**config.mk**
```make
export PLATFORM = sky130hd
export DESIGN_NAME = computation_unit
export DESIGN_NICKNAME = d
export VERILOG_FILES = /design/src/rtl/computation_unit.sv
export SDC_FILE = /design/constraint.sdc
export NUM_CORES = 1
export LEC_CHECK = 0
export ABC_CLOCK_PERIOD_IN_PS = 4200
export CAP_MARGIN = 5
export CORE_ASPECT_RATIO = 0.8
export CORE_MARGIN = 4
export CORE_UTILIZATION = 38
export CTS_CLUSTER_SIZE = 8
export DETAILED_ROUTE_END_ITERATION = 6
export GPL_TIMING_DRIVEN = 0
export SYNTH_ARGS = -nofsm -noshare
export SYNTH_HDL_FRONTEND = slang
export SYNTH_SLANG_ARGS = --single-unit
```
**constraint.sdc**
```tcl
create_clock -name clk -period 4.2 [get_ports clk]
set_clock_uncertainty 0.1 [all_clocks]
set_input_delay 0.84 -clock clk [delete_from_list [all_inputs] [get_ports clk]]
set_output_delay 0.84 -clock clk [all_outputs]
set_load 0.05 [all_outputs]
```
**src/rtl/computation_unit.sv**
```systemverilog
// computation_unit: shift/ALU/status stage with a valid/ready handshake.
// Results are committed to the registered C and status outputs, and out_valid
// pulses for one cycle when an operation completes.
// Defining COMPUTATION_MUL_EN adds the iterative shift-add multiplier (op 100),
// which takes WIDTH cycles. Without it, op 100 completes in one cycle with result 0.
module computation_unit #(
    parameter int unsigned WIDTH = 16,
    parameter int unsigned IMM_W = 5
) (
    input  logic             clk,
    input  logic             reset,
    input  logic             in_valid,
    output logic             in_ready,
    input  logic [2:0]       op,
    input  logic [1:0]       shift,
    input  logic             asel,
    input  logic             bsel,
    input  logic             loadc,
    input  logic             loads,
    input  logic [WIDTH-1:0] A,
    input  logic [WIDTH-1:0] B,
    input  logic [IMM_W-1:0] imm,
    output logic             out_valid,
    output logic             busy,
    output logic [WIDTH-1:0] C,
    output logic [2:0]       status
);

    localparam int unsigned MSB = WIDTH - 1;

    logic [WIDTH-1:0] imm_ext;
    logic [WIDTH-1:0] b_shifted;
    logic [WIDTH-1:0] ain;
    logic [WIDTH-1:0] bin;
    logic [WIDTH-1:0] alu_res;
    logic             alu_v;
    logic             accept;

    // Completion bundle: either a single-cycle ALU result or the final multiply step
    logic             done_valid;
    logic [WIDTH-1:0] done_res;
    logic             done_v;
    logic             done_loadc;
    logic             done_loads;

    assign imm_ext = WIDTH'($signed(imm));

    // B pre-shift followed by the A/B operand select
    always_comb begin
        b_shifted = B;
        unique case (shift)
            2'b00: b_shifted = B;
            2'b01: b_shifted = {B[MSB-1:0], 1'b0};
            2'b10: b_shifted = {1'b0, B[MSB:1]};
            2'b11: b_shifted = {B[MSB], B[MSB:1]};
        endcase
        ain = asel ? '0 : A;
        bin = bsel ? imm_ext : b_shifted;
    end

    // Single-cycle ALU result and overflow flag
    always_comb begin
        alu_res = '0;
        alu_v   = 1'b0;
        unique case (op)
            3'b000: begin
                alu_res = ain + bin;
                alu_v   = (ain[MSB] == bin[MSB]) && (alu_res[MSB] != ain[MSB]);
            end
            3'b001: begin
                alu_res = ain - bin;
                alu_v   = (ain[MSB] != bin[MSB]) && (alu_res[MSB] != ain[MSB]);
            end
            3'b010: alu_res = ain & bin;
            3'b011: alu_res = ~bin;
            3'b100: alu_res = '0;
            3'b101: alu_res = ain | bin;
            3'b110: alu_res = ain ^ bin;
            3'b111: alu_res = bin;
        endcase
    end

`ifdef COMPUTATION_MUL_EN
    typedef enum logic {ST_IDLE, ST_MUL} state_t;

    localparam int unsigned CW = $clog2(WIDTH + 1);

    state_t             state;
    state_t             state_next;
    logic [CW-1:0]      count;
    logic [2*WIDTH-1:0] acc;
    logic [2*WIDTH-1:0] acc_next;
    logic [2*WIDTH-1:0] mcand;
    logic [WIDTH-1:0]   mplier;
    logic               mul_loadc;
    logic               mul_loads;
    logic               is_mul;
    logic               last_step;

    assign is_mul    = (op == 3'b100);
    assign in_ready  = !reset && (state == ST_IDLE);
    assign busy      = (state == ST_MUL);
    assign accept    = in_valid && in_ready;
    assign last_step = (state == ST_MUL) && (count == CW'(1));
    assign acc_next  = mplier[0] ? (acc + mcand) : acc;

    // State register
    always_ff @(posedge clk) begin
        if (reset) state <= ST_IDLE;
        else       state <= state_next;
    end

    // Next-state: enter MUL on a multiply accept, leave on the last step
    always_comb begin
        state_next = state;
        unique case (state)
            ST_IDLE: if (accept && is_mul) state_next = ST_MUL;
            ST_MUL:  if (last_step)        state_next = ST_IDLE;
        endcase
    end

    // Multiplier snapshot and one shift-add step per cycle in MUL
    always_ff @(posedge clk) begin
        if (reset) begin
            count     <= '0;
            acc       <= '0;
            mcand     <= '0;
            mplier    <= '0;
            mul_loadc <= 1'b0;
            mul_loads <= 1'b0;
        end else if (accept && is_mul) begin
            count     <= CW'(WIDTH);
            acc       <= '0;
            mcand     <= {{WIDTH{1'b0}}, ain};
            mplier    <= bin;
            mul_loadc <= loadc;
            mul_loads <= loads;
        end else if (state == ST_MUL) begin
            count  <= count - CW'(1);
            acc    <= acc_next;
            mcand  <= {mcand[2*WIDTH-2:0], 1'b0};
            mplier <= {1'b0, mplier[MSB:1]};
        end
    end

    // Completion select: multiply result on its last step, else ALU on accept
    always_comb begin
        done_valid = accept && !is_mul;
        done_res   = alu_res;
        done_v     = alu_v;
        done_loadc = loadc;
        done_loads = loads;
        if (last_step) begin
            done_valid = 1'b1;
            done_res   = acc_next[MSB:0];
            done_v     = |acc_next[2*WIDTH-1:WIDTH];
            done_loadc = mul_loadc;
            done_loads = mul_loads;
        end
    end
`else
    assign in_ready = !reset;
    assign busy     = 1'b0;
    assign accept   = in_valid && in_ready;

    // Completion select: every accepted op completes through the ALU
    always_comb begin
        done_valid = accept;
        done_res   = alu_res;
        done_v     = alu_v;
        done_loadc = loadc;
        done_loads = loads;
    end
`endif

    // Result, status and completion-pulse registers
    always_ff @(posedge clk) begin
        if (reset) begin
            C         <= '0;
            status    <= '0;
            out_valid <= 1'b0;
        end else begin
            out_valid <= done_valid;
            if (done_valid && done_loadc) C <= done_res;
            if (done_valid && done_loads) status <= {done_v, done_res[MSB], (done_res == '0)};
        end
    end

endmodule

```
Word-level counts from Yosys, hierarchy flattened
Index checks and enable logic that the tools add are counted.

word-level totals
  flip-flop bits (word level) = 20
  input bits = 49
  output and inout port bits = 22

cells by class
  $add $sub $neg = 2
  eq/ne operators = 14
  mux-type cells = 5
  bitwise operators = 4
  reductions and logical operators = 9

operators by type and width
  cell                                                             number
  16-bit one-hot mux with 8 select lines                           1
  16-bit one-hot mux with 4 select lines                           1
  16-bit two-way mux                                               2
  16-bit adder                                                     1
  16-bit bitwise AND                                               1
  16-bit zero test                                                 1
  16-bit inverter                                                  1
  16-bit OR                                                        1
  16-bit subtractor                                                1
  16-bit XOR                                                       1
  3-bit == test, second input constant                             4
  3-bit by 2-bit == test with 1-bit output, second input constant  2
  1-bit logical AND                                                5
  2-bit == test, second input constant                             2
  3-bit by 1-bit == test with 1-bit output, second input constant  1
  3-bit zero test                                                  1
  1-bit != test                                                    3
  2-bit by 1-bit == test with 1-bit output, second input constant  1
  2-bit zero test                                                  1
  1-bit one-hot mux with 2 select lines                            1
  1-bit == test                                                    1
  1-bit zero test                                                  1

Logic depth before layout (Yosys ltp)
Gate-level depths: netlist of the first run.

  depth in word-level cells = 7
  mapped depth = 17

Worst setup path before layout of the first run
Ideal clock, no wire load.

  path type = input to register
  from = input port shift[0]
  to = register status[0]
  library setup time = 0.096 ns
  arrival = 4.052 ns
  required time = 4.004 ns
  slack = -0.048 ns
  cell stages on the path = 17
  buffers on the path = 2
  path through = buf_4 -> buf_4 -> nor3b_1 -> a21oi_1 -> a21boi_0 -> ha_1 -> inv_1 -> fa_1 -> nor2b_1 -> o21ai_0 -> nand3_1 -> o21ai_0 -> xnor2_1 -> a221oi_1 -> nor4b_1 -> nand4_1 -> o41ai_2

on the way
  cells in the longest elaborated chain, start to end = 6
  elaborated cells on any way between the ends = 14
  those cells by class = 2 x add/sub; 3 x eq/ne; 3 x mux; 4 x bitwise; 2 x reduce/logical

ends and longest elaborated chain
  item                                       RTL line  RTL
  start: declaration                         15        input logic [1:0] shift,
  2-bit == test (tied with other cells)      51        unique case (shift)
  16-bit one-hot mux with 4 select lines *   51
  16-bit two-way mux *                       58        bin = bsel ? imm_ext : b_shifted;
  16-bit subtractor (tied with other cells)  71        alu_res = ain - bin;
  16-bit one-hot mux with 8 select lines *   65        unique case (op)
  16-bit zero test *                         185       if (done_valid && done_loads) status <= {done_v, done_res[MSB], (done_res == '0)};
  end signal: assignment                     185
  end: declaration                           26        output logic [2:0] status

Every way passes the cells marked *; elsewhere a longest branch is shown, timed or not.
A chain may end at the register's enable or synchronous reset.

Final worst setup path of the first run
  from = input port shift[1]
  to = register status[0]

Same word-level chain as after synthesis.

==> implementation parameters, run 1 <==
Parameter                              Value

Synth
  Share of synthesized flip-flops with an asynchronous set or reset    0%
  Syn Nets    666
  Count of flip-flops with a built-in enable after synthesis    0
  Gate Count Post-Synth    568
  Leading post-synthesis cells by cell area    sky130_fd_sc_hd__ha_1 (15%), sky130_fd_sc_hd__dfxtp_1 (10%), sky130_fd_sc_hd__a21oi_1 (6.3%)
  Synth Warn #    0
  Yosys cell types    71
  Post-synth top flop    sky130_fd_sc_hd__dfxtp_1
  Sequential area share after synthesis    10.1%
  Mean instance size in the synthesized netlist    7.00 um2
  Synth Cell Area    3980 um2
  Cell type contributing the most total cell area after synthesis    sky130_fd_sc_hd__ha_1
  Synth Register Bits    20
  Portion of synthesized cell area occupied by the leading cell type    14.8%

Critical path
  Reg2reg start    status[1]$_SDFFE_PP0P_
  Crit path DAT    4210 ps
  Endpoint required time on the critical path    4260 ps
  Launching element of the worst setup path    shift[1]
  Critical path type    input port to flop
  CP endpoint kind    flop
  Peak fanout along the critical path    7
  Worst setup SP type    input port

Floorplanning
  Standard-cell row count    33
  Area of the core    10,200 um2
  Number of top-level pins    71
  Initial Utilization    38.9%
  Floorplan die height    99.5 um
  Die X    122 um
  Die area    12,200 um2

Place
  Placement Setup Slack    -1430 ps
  Placer's final routability congestion estimate    0.966
  Placed wire-length estimate after detailed placement    11,900 um
  Number of buffer cells added on primary ports    66

Pwr
  Share of total power consumed by net switching    43.9%
  Leakage dissipation    2.67 nW
  Net load switching power    0.566 mW
  Total chip power    1.29 mW
  Pwr Density    217 nW/um2
  Clock network fraction of design power    16.9%
  Comb power frac    66.9%
  Maximum ir drop on the vdd rail    0.133 mV
  Flop pwr share    16.2%
  Cell Int Power    0.722 mW

Global route
  Number of antenna violations at the first check in global routing    0
  First-pass GRT wire length    24,000 um
  Total grt overflow    0
  Maximum number of pins on one net before global-route repair    12
  Via count of the first global-routing pass    4,556
  Overall routing resource usage    24.8%

Routing
  Detailed-route DRC error count    0
  Vias/cell    5.75
  Detailed-route via count    4,811
  Detailed Route WL    15,900 um
  Number of nets with antenna violations after routing    0
  Iteration-0 DRC count of the detailed router    515
  DRT Pass-1 Iters    5
  Routed len/inst    19.0 um

Clocking
  Longest Clk Path Bufs    2
  H-tree level count    1
  Clock latency at the later pin of the worst-skew pair    250 ps
  Clock transition time at the flip-flop clock pins of the worst setup and hold paths    60 ps
  Number of CTS-inserted buffers    3
  TritonCTS Sinks    20
  CTS tree    yes
  Buffer type at the clock tree root    sky130_fd_sc_hd__clkbuf_16

Timing
  Maximum operating frequency    0.241 GHz
  Number of hold-slack violations in the final timing report    0
  Pin slew with the least headroom to its limit    740 ps
  Max-slew headroom at the worst pin    50.5%
  Period Utilization, post-route    98.7%
  Setup violators final    0
  Slack of the critical path    55.6 ps
  Final-report max-slew violation count    0
  Post-layout minimum cycle time    4140 ps

Finish
  Filler cell count in the final layout    1,004
  Ratio of cells with drive above 1 in the final layout    25.1%
  Number of nets in the finished design    796
  Synth-to-layout area growth    49.3%
  Most common cell after layout, fill and taps aside    sky130_fd_sc_hd__buf_4
  Ant diodes    0
  Top library cells by usage in the layout, fill and taps aside    sky130_fd_sc_hd__buf_4 (59), sky130_fd_sc_hd__clkdlybuf4s50_1 (49), sky130_fd_sc_hd__inv_1 (47)

Hold path
  Beginning of the worst hold path    C[1]$_SDFFE_PP0P_
  Min-delay worst type    flop to flop

Job
  Maximum Capacitance Violations    0

Run status
  Status    finished clean
cells in the mapped netlist (8+ instances only):
| cell | instances |
|---|---|
| sky130_fd_sc_hd__nor3_1 | 8 |
| sky130_fd_sc_hd__a21o_1 | 8 |
| sky130_fd_sc_hd__mux2i_1 | 17 |
| sky130_fd_sc_hd__o21ai_0 | 48 |
| sky130_fd_sc_hd__a211oi_1 | 12 |
| sky130_fd_sc_hd__clkbuf_1 | 20 |
| sky130_fd_sc_hd__o211ai_1 | 10 |
| sky130_fd_sc_hd__o22ai_1 | 10 |
| sky130_fd_sc_hd__nand3_1 | 26 |
| sky130_fd_sc_hd__xnor2_1 | 12 |
| sky130_fd_sc_hd__ha_1 | 47 |
| sky130_fd_sc_hd__dfxtp_1 | 20 |
| sky130_fd_sc_hd__nor2_1 | 32 |
| sky130_fd_sc_hd__nand2_1 | 46 |
| sky130_fd_sc_hd__nand2b_1 | 25 |
| sky130_fd_sc_hd__inv_1 | 50 |
| sky130_fd_sc_hd__a21oi_1 | 50 |
layout make-up:
type                            instances  area, um2  area share (%)
Buffer                                 35        244            4.11
Clock buffer                            4       88.8            1.50
Inverter                               53        211            3.56
Multi-Input combinational cell        459       3700            62.2
Sequential cell                        20        400            6.74
Tap cell                              140        175            2.95
Timing Repair Buffer                  126       1120            18.9
power groups by stage:
| stage | Clock [mW] | Sequential (mW) | Combinational (mW) |
|---|---|---|---|
| global placement | 0 | 0.213 | 0.648 |
| detailed placement | 0 | 0.213 | 0.656 |
| floorplan | 0 | 0.257 | 0.405 |
| CTS | 0.219 | 0.209 | 0.769 |
| finish | 0.218 | 0.209 | 0.861 |
| global route | 0.231 | 0.210 | 0.921 |
worst paths after layout:
| kind | endpoint | slack [ps] | depth (start not counted) |
|---|---|---|---|
| worst min-delay path | C[1]$_SDFFE_PP0P_ | 350 | 2 |
| worst max-delay path | status[0]$_SDFFE_PP0P_ | 60 | 16 |
| worst min register to register | C[1]$_SDFFE_PP0P_ | 350 | 2 |
| worst max register to register | status[1]$_SDFFE_PP0P_ | 3310 | 2 |
sequential cells by signal, indices dropped and copies added, names as in the netlist:
signal,cells
C,16
out_valid,1
status,3
critical path, cell delays in order:
cell and delay (ps):
sky130_fd_sc_hd__buf_6 100, sky130_fd_sc_hd__buf_8 130, sky130_fd_sc_hd__and2b_4 200, sky130_fd_sc_hd__a221oi_4 410, sky130_fd_sc_hd__inv_2 90, sky130_fd_sc_hd__ha_4 280, sky130_fd_sc_hd__buf_6 100, sky130_fd_sc_hd__o21ai_2 40
sky130_fd_sc_hd__a221o_1 350, sky130_fd_sc_hd__o211a_1 270, sky130_fd_sc_hd__o41ai_4 460, sky130_fd_sc_hd__a21o_1 210, sky130_fd_sc_hd__a21oi_2 80, sky130_fd_sc_hd__o221ai_2 180, sky130_fd_sc_hd__o22ai_2 150, sky130_fd_sc_hd__o41ai_2 310
layer usage:
layer	share of wire, %	GRT usage, %	vias to the layer above
li1	-	-	2298
met1	47	36.6	2296
met2	45	38.7	198
met3	6.4	3.47	19
met4	1.4	4.30	0
met5	0	0	-
stage by stage:
stage	cells	cell area, um2	utilization [%]	hold WS, ps	setup TNS [ps]
2_1_floorplan	568	3980	-	572	0
5_1_grt	837	5940	58.0	376	-25.2
3_5_place_dp	774	4810	47.0	347	-11580
6_report	837	5940	58.0	355	0
3_3_place_gp	774	4810	47.0	348	-10440
4_1_cts	812	5530	54.0	356	0
what timing repair did:
| action | in CTS | in global routing |
|---|---|---|
| hold buffers | 0 | 0 |
| endpoints found under the setup margin | 13 | 6 |
| pin swaps | 41 | 47 |
| gates resized for setup | 94 | 74 |
| buffers inserted | 35 | 25 |
cell families after synthesis:
logic type	after synthesis	share of synthesized area, %
XOR/XNOR	12	2.64
adder cells (fa/ha/maj)	49	15.8
buffers and inverters	89	9.18
AND/OR/NAND/NOR	173	21.9
multiplexers	25	6.54
flip-flops	20	10.1
other	1	0.0942
AO/OA/AOI/OAI	199	33.8
No activity file was read; power rests on OpenSTA's default activity.
==> inputs of run 2 (changes only) <==
--- a/config.mk
+++ b/config.mk
@@ -10,6 +10,7 @@
 export CORE_ASPECT_RATIO = 0.8
 export CORE_MARGIN = 4
 export CORE_UTILIZATION = 38
+export CTS_CLUSTER_DIAMETER = 30
 export CTS_CLUSTER_SIZE = 8
 export DETAILED_ROUTE_END_ITERATION = 6
 export GPL_TIMING_DRIVEN = 0
==> results of run 2 <==
The final DEF is identical to that of run 1; final timing and power are the same.
